`config.mk`:
```
export PLATFORM = sky130hd
export DESIGN_NAME = vmem_blit
export DESIGN_NICKNAME = d
export VERILOG_FILES = /design/src/rtl/vmem_blit_pkg.sv /design/src/rtl/vmem_wr_arb.sv /design/src/rtl/vmem_blit.sv
export SDC_FILE = /design/constraint.sdc
export NUM_CORES = 1
export LEC_CHECK = 0
export BUFFER_PORTS_ARGS = -buffer_cell sky130_fd_sc_hd__buf_4
export CORE_ASPECT_RATIO = 0.5
export CORE_UTILIZATION = 50
export DETAILED_ROUTE_END_ITERATION = 7
export HOLD_SLACK_MARGIN = 0.12
export PLACE_DENSITY = 0.72
export SYNTH_ARGS = -nofsm -noshare
export SYNTH_HDL_FRONTEND = slang
export SYNTH_HIERARCHICAL = 1
export SYNTH_SLANG_ARGS = --single-unit
export TNS_END_PERCENT = 100
```
`constraint.sdc`:
```
create_clock -name clk_i -period 6.7 [get_ports clk_i]
set_input_delay 1.005 -clock clk_i [delete_from_list [all_inputs] [get_ports clk_i]]
set_output_delay 1.005 -clock clk_i [all_outputs]
set_load 0.03 [all_outputs]
```
`src/rtl/vmem_blit_pkg.sv`:
```
// Shared definitions for the rectangle-fill blitter: register map, FSM encoding,
// screen geometry and the clip helper used when a fill is set up.
package vmem_blit_pkg;

  localparam int SCREEN_W_DEF = 240;
  localparam int SCREEN_H_DEF = 240;
  localparam int VADDR_W      = 16;
  localparam int PIX_W        = 3;

  // Register select is reg_addr[3:2]
  localparam logic [1:0] REG_XY    = 2'd0;
  localparam logic [1:0] REG_WH    = 2'd1;
  localparam logic [1:0] REG_COLOR = 2'd2;
  localparam logic [1:0] REG_CTRL  = 2'd3;

  localparam logic [1:0] ST_IDLE  = 2'd0;
  localparam logic [1:0] ST_SETUP = 2'd1;
  localparam logic [1:0] ST_RUN   = 2'd2;
  localparam logic [1:0] ST_DONE  = 2'd3;

  // Visible length of a span starting at org: 0 when org is off-screen, else min(len, lim-org)
  function automatic logic [8:0] clip_extent(input logic [7:0] org,
                                             input logic [8:0] len,
                                             input logic [8:0] lim);
    logic [8:0] room;
    room = lim - {1'b0, org};
    if ({1'b0, org} >= lim) return 9'd0;
    return (len < room) ? len : room;
  endfunction

endpackage

```
`src/rtl/vmem_wr_arb.sv`:
```
// Registered two-source vmem write mux. The CPU always wins; the blitter is told
// through blit_ready_o whether its pixel was taken this cycle.
module vmem_wr_arb
  import vmem_blit_pkg::*;
(
  input  logic               clk_i,
  input  logic               rst_ni,
  input  logic               cpu_we_i,
  input  logic [VADDR_W-1:0] cpu_addr_i,
  input  logic [PIX_W-1:0]   cpu_data_i,
  input  logic               blit_req_i,
  input  logic [VADDR_W-1:0] blit_addr_i,
  input  logic [PIX_W-1:0]   blit_data_i,
  output logic               blit_ready_o,
  output logic               we_o,
  output logic [VADDR_W-1:0] addr_o,
  output logic [PIX_W-1:0]   data_o
);

  logic               we_d, we_q;
  logic [VADDR_W-1:0] addr_d, addr_q;
  logic [PIX_W-1:0]   data_d, data_q;

  assign blit_ready_o = ~cpu_we_i;

  // Address/data hold their last value when nothing writes, to avoid needless toggling
  always_comb begin
    we_d   = cpu_we_i | blit_req_i;
    addr_d = addr_q;
    data_d = data_q;
    if (cpu_we_i) begin
      addr_d = cpu_addr_i;
      data_d = cpu_data_i;
    end else if (blit_req_i) begin
      addr_d = blit_addr_i;
      data_d = blit_data_i;
    end
  end

  always_ff @(posedge clk_i or negedge rst_ni) begin
    if (!rst_ni) begin
      we_q   <= 1'b0;
      addr_q <= '0;
      data_q <= '0;
    end else begin
      we_q   <= we_d;
      addr_q <= addr_d;
      data_q <= data_d;
    end
  end

  assign we_o   = we_q;
  assign addr_o = addr_q;
  assign data_o = data_q;

endmodule

```
`src/rtl/vmem_blit.sv`:
```
// Rectangle-fill accelerator: four memory-mapped registers program a clipped
// fill that is walked row-major, one pixel per cycle, behind the CPU's own stores.
module vmem_blit
  import vmem_blit_pkg::*;
#(
  parameter int SCREEN_W = SCREEN_W_DEF,
  parameter int SCREEN_H = SCREEN_H_DEF
) (
  input  logic               clk_i,
  input  logic               rst_ni,
  input  logic               reg_we_i,
  input  logic [3:0]         reg_addr_i,
  input  logic [31:0]        reg_wdata_i,
  output logic [31:0]        reg_rdata_o,
  input  logic               cpu_vwe_i,
  input  logic [VADDR_W-1:0] cpu_vaddr_i,
  input  logic [PIX_W-1:0]   cpu_vdata_i,
  output logic               vmem_we_o,
  output logic [VADDR_W-1:0] vmem_waddr_o,
  output logic [PIX_W-1:0]   vmem_wdata_o,
  output logic               busy_o,
  output logic               done_o
);

  localparam logic [8:0] LIM_W = 9'(SCREEN_W);
  localparam logic [8:0] LIM_H = 9'(SCREEN_H);

  logic [1:0]       state_d, state_q;
  logic [15:0]      xy_d, xy_q;
  logic [8:0]       w_d, w_q, h_d, h_q;
  logic [PIX_W-1:0] color_d, color_q, pix_d, pix_q;
  logic [8:0]       cx_d, cx_q, cy_d, cy_q;
  logic [8:0]       x_last_d, x_last_q, y_last_d, y_last_q;
  logic             sticky_d, sticky_q;
  logic [31:0]      rdata_d, rdata_q;

  logic [1:0] sel;
  logic       busy, start, blit_req, blit_ready;
  logic [7:0] x0, y0;
  logic [8:0] w_eff, h_eff;
  logic       unused_bits;

  assign sel         = reg_addr_i[3:2];
  assign x0          = xy_q[7:0];
  assign y0          = xy_q[15:8];
  assign busy        = (state_q != ST_IDLE);
  assign start       = reg_we_i && (sel == REG_CTRL) && reg_wdata_i[0] && !busy;
  assign w_eff       = clip_extent(x0, w_q, LIM_W);
  assign h_eff       = clip_extent(y0, h_q, LIM_H);
  assign blit_req    = (state_q == ST_RUN);
  assign unused_bits = ^{reg_wdata_i[31:25], reg_addr_i[1:0]};

  always_comb begin
    state_d  = state_q;
    xy_d     = xy_q;
    w_d      = w_q;
    h_d      = h_q;
    color_d  = color_q;
    pix_d    = pix_q;
    cx_d     = cx_q;
    cy_d     = cy_q;
    x_last_d = x_last_q;
    y_last_d = y_last_q;
    sticky_d = sticky_q;

    // Configuration is frozen for the whole life of a fill
    if (reg_we_i && !busy) begin
      case (sel)
        REG_XY:    xy_d    = reg_wdata_i[15:0];
        REG_WH:    begin
                     w_d = reg_wdata_i[8:0];
                     h_d = reg_wdata_i[24:16];
                   end
        REG_COLOR: color_d = reg_wdata_i[2:0];
        default:   ;
      endcase
    end

    case (state_q)
      ST_IDLE: begin
        if (start) begin
          state_d  = ST_SETUP;
          sticky_d = 1'b0;
        end
      end
      ST_SETUP: begin
        pix_d    = color_q;
        cx_d     = {1'b0, x0};
        cy_d     = {1'b0, y0};
        x_last_d = {1'b0, x0} + w_eff - 9'd1;
        y_last_d = {1'b0, y0} + h_eff - 9'd1;
        state_d  = (w_eff == 9'd0 || h_eff == 9'd0) ? ST_DONE : ST_RUN;
      end
      ST_RUN: begin
        // A cycle lost to a CPU store leaves the position untouched
        if (blit_ready) begin
          if (cx_q == x_last_q) begin
            cx_d = {1'b0, x0};
            if (cy_q == y_last_q) state_d = ST_DONE;
            else                  cy_d    = cy_q + 9'd1;
          end else begin
            cx_d = cx_q + 9'd1;
          end
        end
      end
      ST_DONE: begin
        sticky_d = 1'b1;
        state_d  = ST_IDLE;
      end
      default: state_d = ST_IDLE;
    endcase
  end

  always_comb begin
    rdata_d = '0;
    case (sel)
      REG_XY:    rdata_d = {16'b0, xy_q};
      REG_WH:    rdata_d = {7'b0, h_q, 7'b0, w_q};
      REG_COLOR: rdata_d = {29'b0, color_q};
      REG_CTRL:  rdata_d = {30'b0, sticky_q, busy};
      default:   rdata_d = '0;
    endcase
  end

  always_ff @(posedge clk_i or negedge rst_ni) begin
    if (!rst_ni) begin
      state_q  <= ST_IDLE;
      xy_q     <= '0;
      w_q      <= '0;
      h_q      <= '0;
      color_q  <= '0;
      pix_q    <= '0;
      cx_q     <= '0;
      cy_q     <= '0;
      x_last_q <= '0;
      y_last_q <= '0;
      sticky_q <= 1'b0;
      rdata_q  <= '0;
    end else begin
      state_q  <= state_d;
      xy_q     <= xy_d;
      w_q      <= w_d;
      h_q      <= h_d;
      color_q  <= color_d;
      pix_q    <= pix_d;
      cx_q     <= cx_d;
      cy_q     <= cy_d;
      x_last_q <= x_last_d;
      y_last_q <= y_last_d;
      sticky_q <= sticky_d;
      rdata_q  <= rdata_d;
    end
  end

  vmem_wr_arb u_arb (
    .clk_i        (clk_i),
    .rst_ni       (rst_ni),
    .cpu_we_i     (cpu_vwe_i),
    .cpu_addr_i   (cpu_vaddr_i),
    .cpu_data_i   (cpu_vdata_i),
    .blit_req_i   (blit_req),
    .blit_addr_i  ({cy_q[7:0], cx_q[7:0]}),
    .blit_data_i  (pix_q),
    .blit_ready_o (blit_ready),
    .we_o         (vmem_we_o),
    .addr_o       (vmem_waddr_o),
    .data_o       (vmem_wdata_o)
  );

  assign reg_rdata_o = rdata_q;
  assign busy_o      = busy;
  assign done_o      = (state_q == ST_DONE);

endmodule

```
==> flow_metrics.py <==
metrics = {
    "placement": {
        "place_ws_ps": 1310,
        "dpl.cell_count": 1018,
        "place_area_um2": 8220,
        "io_buffers": 96,
        "hpwl_mm": 12.2,
        "place_congestion": 0.891,
    },
    "cts": {
        "cts_hold_buf": 0,
        "root_buffer": "clkbuf_16",
        "clk_pin_slew_ps": 60,
        "cts.htree.levels": 4,
        "cts_tree": "built",
        "clockBufferDepth": 2,
        "cts.sinks": 124,
        "cts_resized": 0,
        "post_cts_buffers": 0,
        "cts_buffers": 17,
        "worst_skew_pair.late_latency_ps": 410,
    },
    "synthesis": {
        "synthCells": 755,
        "synth_edf_count": 0,
        "yosys-top-cells-count": "dfrtp_1 (124), nand2_1 (97), inv_1 (65)",
        "async_flop_share": 1.00,
        "yosysMostFrequentCell": "dfrtp_1",
        "syn_avg_cell_area_um2": 9.77,
        "synth.area.top_cells": "dfrtp_1 (42%), ha_1 (9.3%), mux2_2 (5.5%), nand2_1 (4.9%), mux2i_1 (4.5%)",
        "synth-seq-cells": 124,
        "ys_warn_count": 6,
        "yosysSeqAreaShare": 0.421,
        "synth_area_um2": 7370,
        "synth.distinct_cells": 66,
        "synth_top_area_cell": "dfrtp_1",
        "ys.flop_type": "dfrtp_1",
        "netlist.area_leader.share": 0.421,
    },
    "die": {
        "io_pins": 113,
        "die-area_um2": 15300,
        "row_count": 30,
        "start_util": 0.528,
        "core_area_um2": 14000,
        "die_x_um": 174,
        "die_y_um": 87.9,
    },
    "route": {
        "wirelength_mm": 16.9,
        "vias": 5776,
        "first_iter_violations": 339,
        "drtPass1Iterations": 5,
        "drc": 0,
        "post_drt_via_cell_ratio": 5.51,
        "ant_nets": 0,
        "wl_per_cell_um": 16.1,
    },
    "layout": {
        "area_growth_pct": 18.9,
        "fin_area_um2": 8770,
        "seq_area_um2": 3100,
        "fillCellCount": 1167,
        "fin_cells": 1049,
        "drive_above_1_share": 0.210,
        "diodes": 0,
        "nNetsFinal": 961,
        "multiInputGateArea_um2": 3880,
    },
    "timing": {
        "period_share": 0.802,
        "slew_headroom": 0.320,
        "setup_viol": 0,
        "setup-tns-final_ps": 0,
        "fin_crit_ps": 5370,
        "fmax_ghz": 0.186,
        "finalHoldViolations": 0,
        "grt_setup_unrepaired": "false",
        "slew_viol_final": 0,
        "setup_ws_ps": 1330,
        "clock_skew_ps": 13.4,
        "max_slew.worst_pin.slew_ps": 1020,
    },
    "grt": {
        "grt_overflow": 0,
        "grt_max_degree": 69,
        "grt_usage": 0.231,
        "antenna_found_initial": 0,
        "grt_pass1_vias": 5552,
        "grt_pass1_wl_mm": 27.6,
    },
    "setup_path": {
        "cp.arrival_ps": 5670,
        "reg2regPathDepth": 24,
        "worstSetupPathType": "flop to flop",
        "critPathCaptureType": "flop",
        "r2r_slack_ps": 1330,
        "cp.required_ps": 6990,
        "critPathMaxFanout": 18,
        "r2r_start": "xy_q[8]",
        "startpoint": "xy_q[8]",
        "critPathLaunchType": "flop",
        "rr_endpoint": "y_last_q[8]",
    },
    "run_status": {
        "status": "completed",
    },
    "job": {
        "max_cap_violations": 0,
    },
    "min_path": {
        "hold-path-endpoint": "pix_q[0]",
        "hold_start": "pix_q[0]",
        "hp-class": "flop to flop",
        "min_path_cells": 1,
    },
}
flip-flops by register name, summed over array words and instances (netlist names):
signal / flops
reg_rdata_o: 25
sticky_q: 1
u_arb/we_o: 1
state_q: 2
u_arb/data_o: 3
cx_q: 9
h_q: 9
pix_q: 3
w_q: 9
y_last_q: 9
color_q: 3
xy_q: 16
x_last_q: 9
u_arb/addr_o: 16
cy_q: 9
cells in the final DEF, fill, tap and decap left out, types with 2 or more instances in the layout:
cell and count:
a22oi_1 3, nand2_1 97, a31oi_1 2, buf_4 100, and4_1 2, and3_1 4, mux2_1 4, mux4_2 2
o22ai_1 5, mux2i_1 33, nor4_1 4, clkbuf_16 17, or4_1 2, and2_1 13, dfrtp_1 124, nor3_1 22
o21a_1 4, xnor2_1 30, mux2_2 36, clkinvlp_4 5, o21ai_2 2, inv_1 65, o21ai_1 19, nand2b_1 4
a211oi_1 3, nor2b_1 5, conb_1 7, o211ai_1 2, nand3_1 14, xor2_1 13, o21ai_0 45, nand4_1 10
fa_1 2, a21oi_1 23, clkbuf_8 2, clkinv_2 4, nor2_1 32, ha_1 54, a21o_1 10
per-stage QoR:
| step | utilization | hold WS [ps] |
|---|---|---|
| 2_1_floorplan | - | 460 |
| 3_3_place_gp | 0.588 | 495 |
| 3_5_place_dp | 0.588 | 509 |
| 4_1_cts | 0.628 | 520 |
| 5_1_grt | 0.628 | 542 |
| 6_report | 0.628 | 519 |
cell families (layout without fill, tap and decap cells):
| logic type | count (synthesis) | after routing | share of synthesized area |
|---|---|---|---|
| compound gates | 137 | 137 | 0.117 |
| xor+xnor | 44 | 44 | 0.0543 |
| fa+ha+maj | 57 | 57 | 0.0987 |
| buf+inv | 100 | 196 | 0.0575 |
| flops | 124 | 124 | 0.421 |
| mux | 75 | 75 | 0.112 |
| other cells | 1 | 7 | 0.000509 |
| simple gates | 217 | 217 | 0.139 |
metal layers:
metal  global-route usage  vias up  part of all wire
met4               0.0750        0             0.016
met5                    0        -                 0
met2                0.377      124              0.47
met1                0.311     2864              0.47
li1                     -     2767                 -
met3               0.0503       21             0.039
worst max-delay path, cell delays in order (launching register included):
cell	delay (ps)
dfrtp_1	450
inv_1	180
ha_1	230
or3b_1	470
nand3_1	140
xnor2_1	160
ha_1	280
and4_1	200
a221oi_1	240
o21ai_1	150
nor2_1	110
buf_4	200
nand2_1	70
o21ai_0	70
nand2_1	70
ha_1	330
inv_1	50
ha_1	270
a21oi_1	180
nor2b_1	80
o21a_1	170
o21a_1	180
o41ai_1	330
xor3_1	370
mux2_2	270
how the worst max path moves through the flow:
stage | cells past startpoint | to | slack [ps]
final | 24 | y_last_q[8] | 1330
after global routing | 24 | y_last_q[8] | 1000
after CTS | 24 | y_last_q[8] | 1300
after detailed placement | 24 | y_last_q[8] | 1310
after global placement | 24 | y_last_q[8] | 1400
after floorplan | 25 | y_last_q[8] | 1510
final cells by class:
class	count	area share
Timing Repair Buffer	100	0.0856
Inverter	65	0.0278
Clock buffer	20	0.0521
Multi-Input combinational cell	537	0.442
Tap cell	192	0.0274
Sequential cell	124	0.354
Clock inverter	11	0.0110
Power is left out: the tool's default activity adds up to more than one toggle a clock period on the data nets, which glitch-free logic cannot reach.
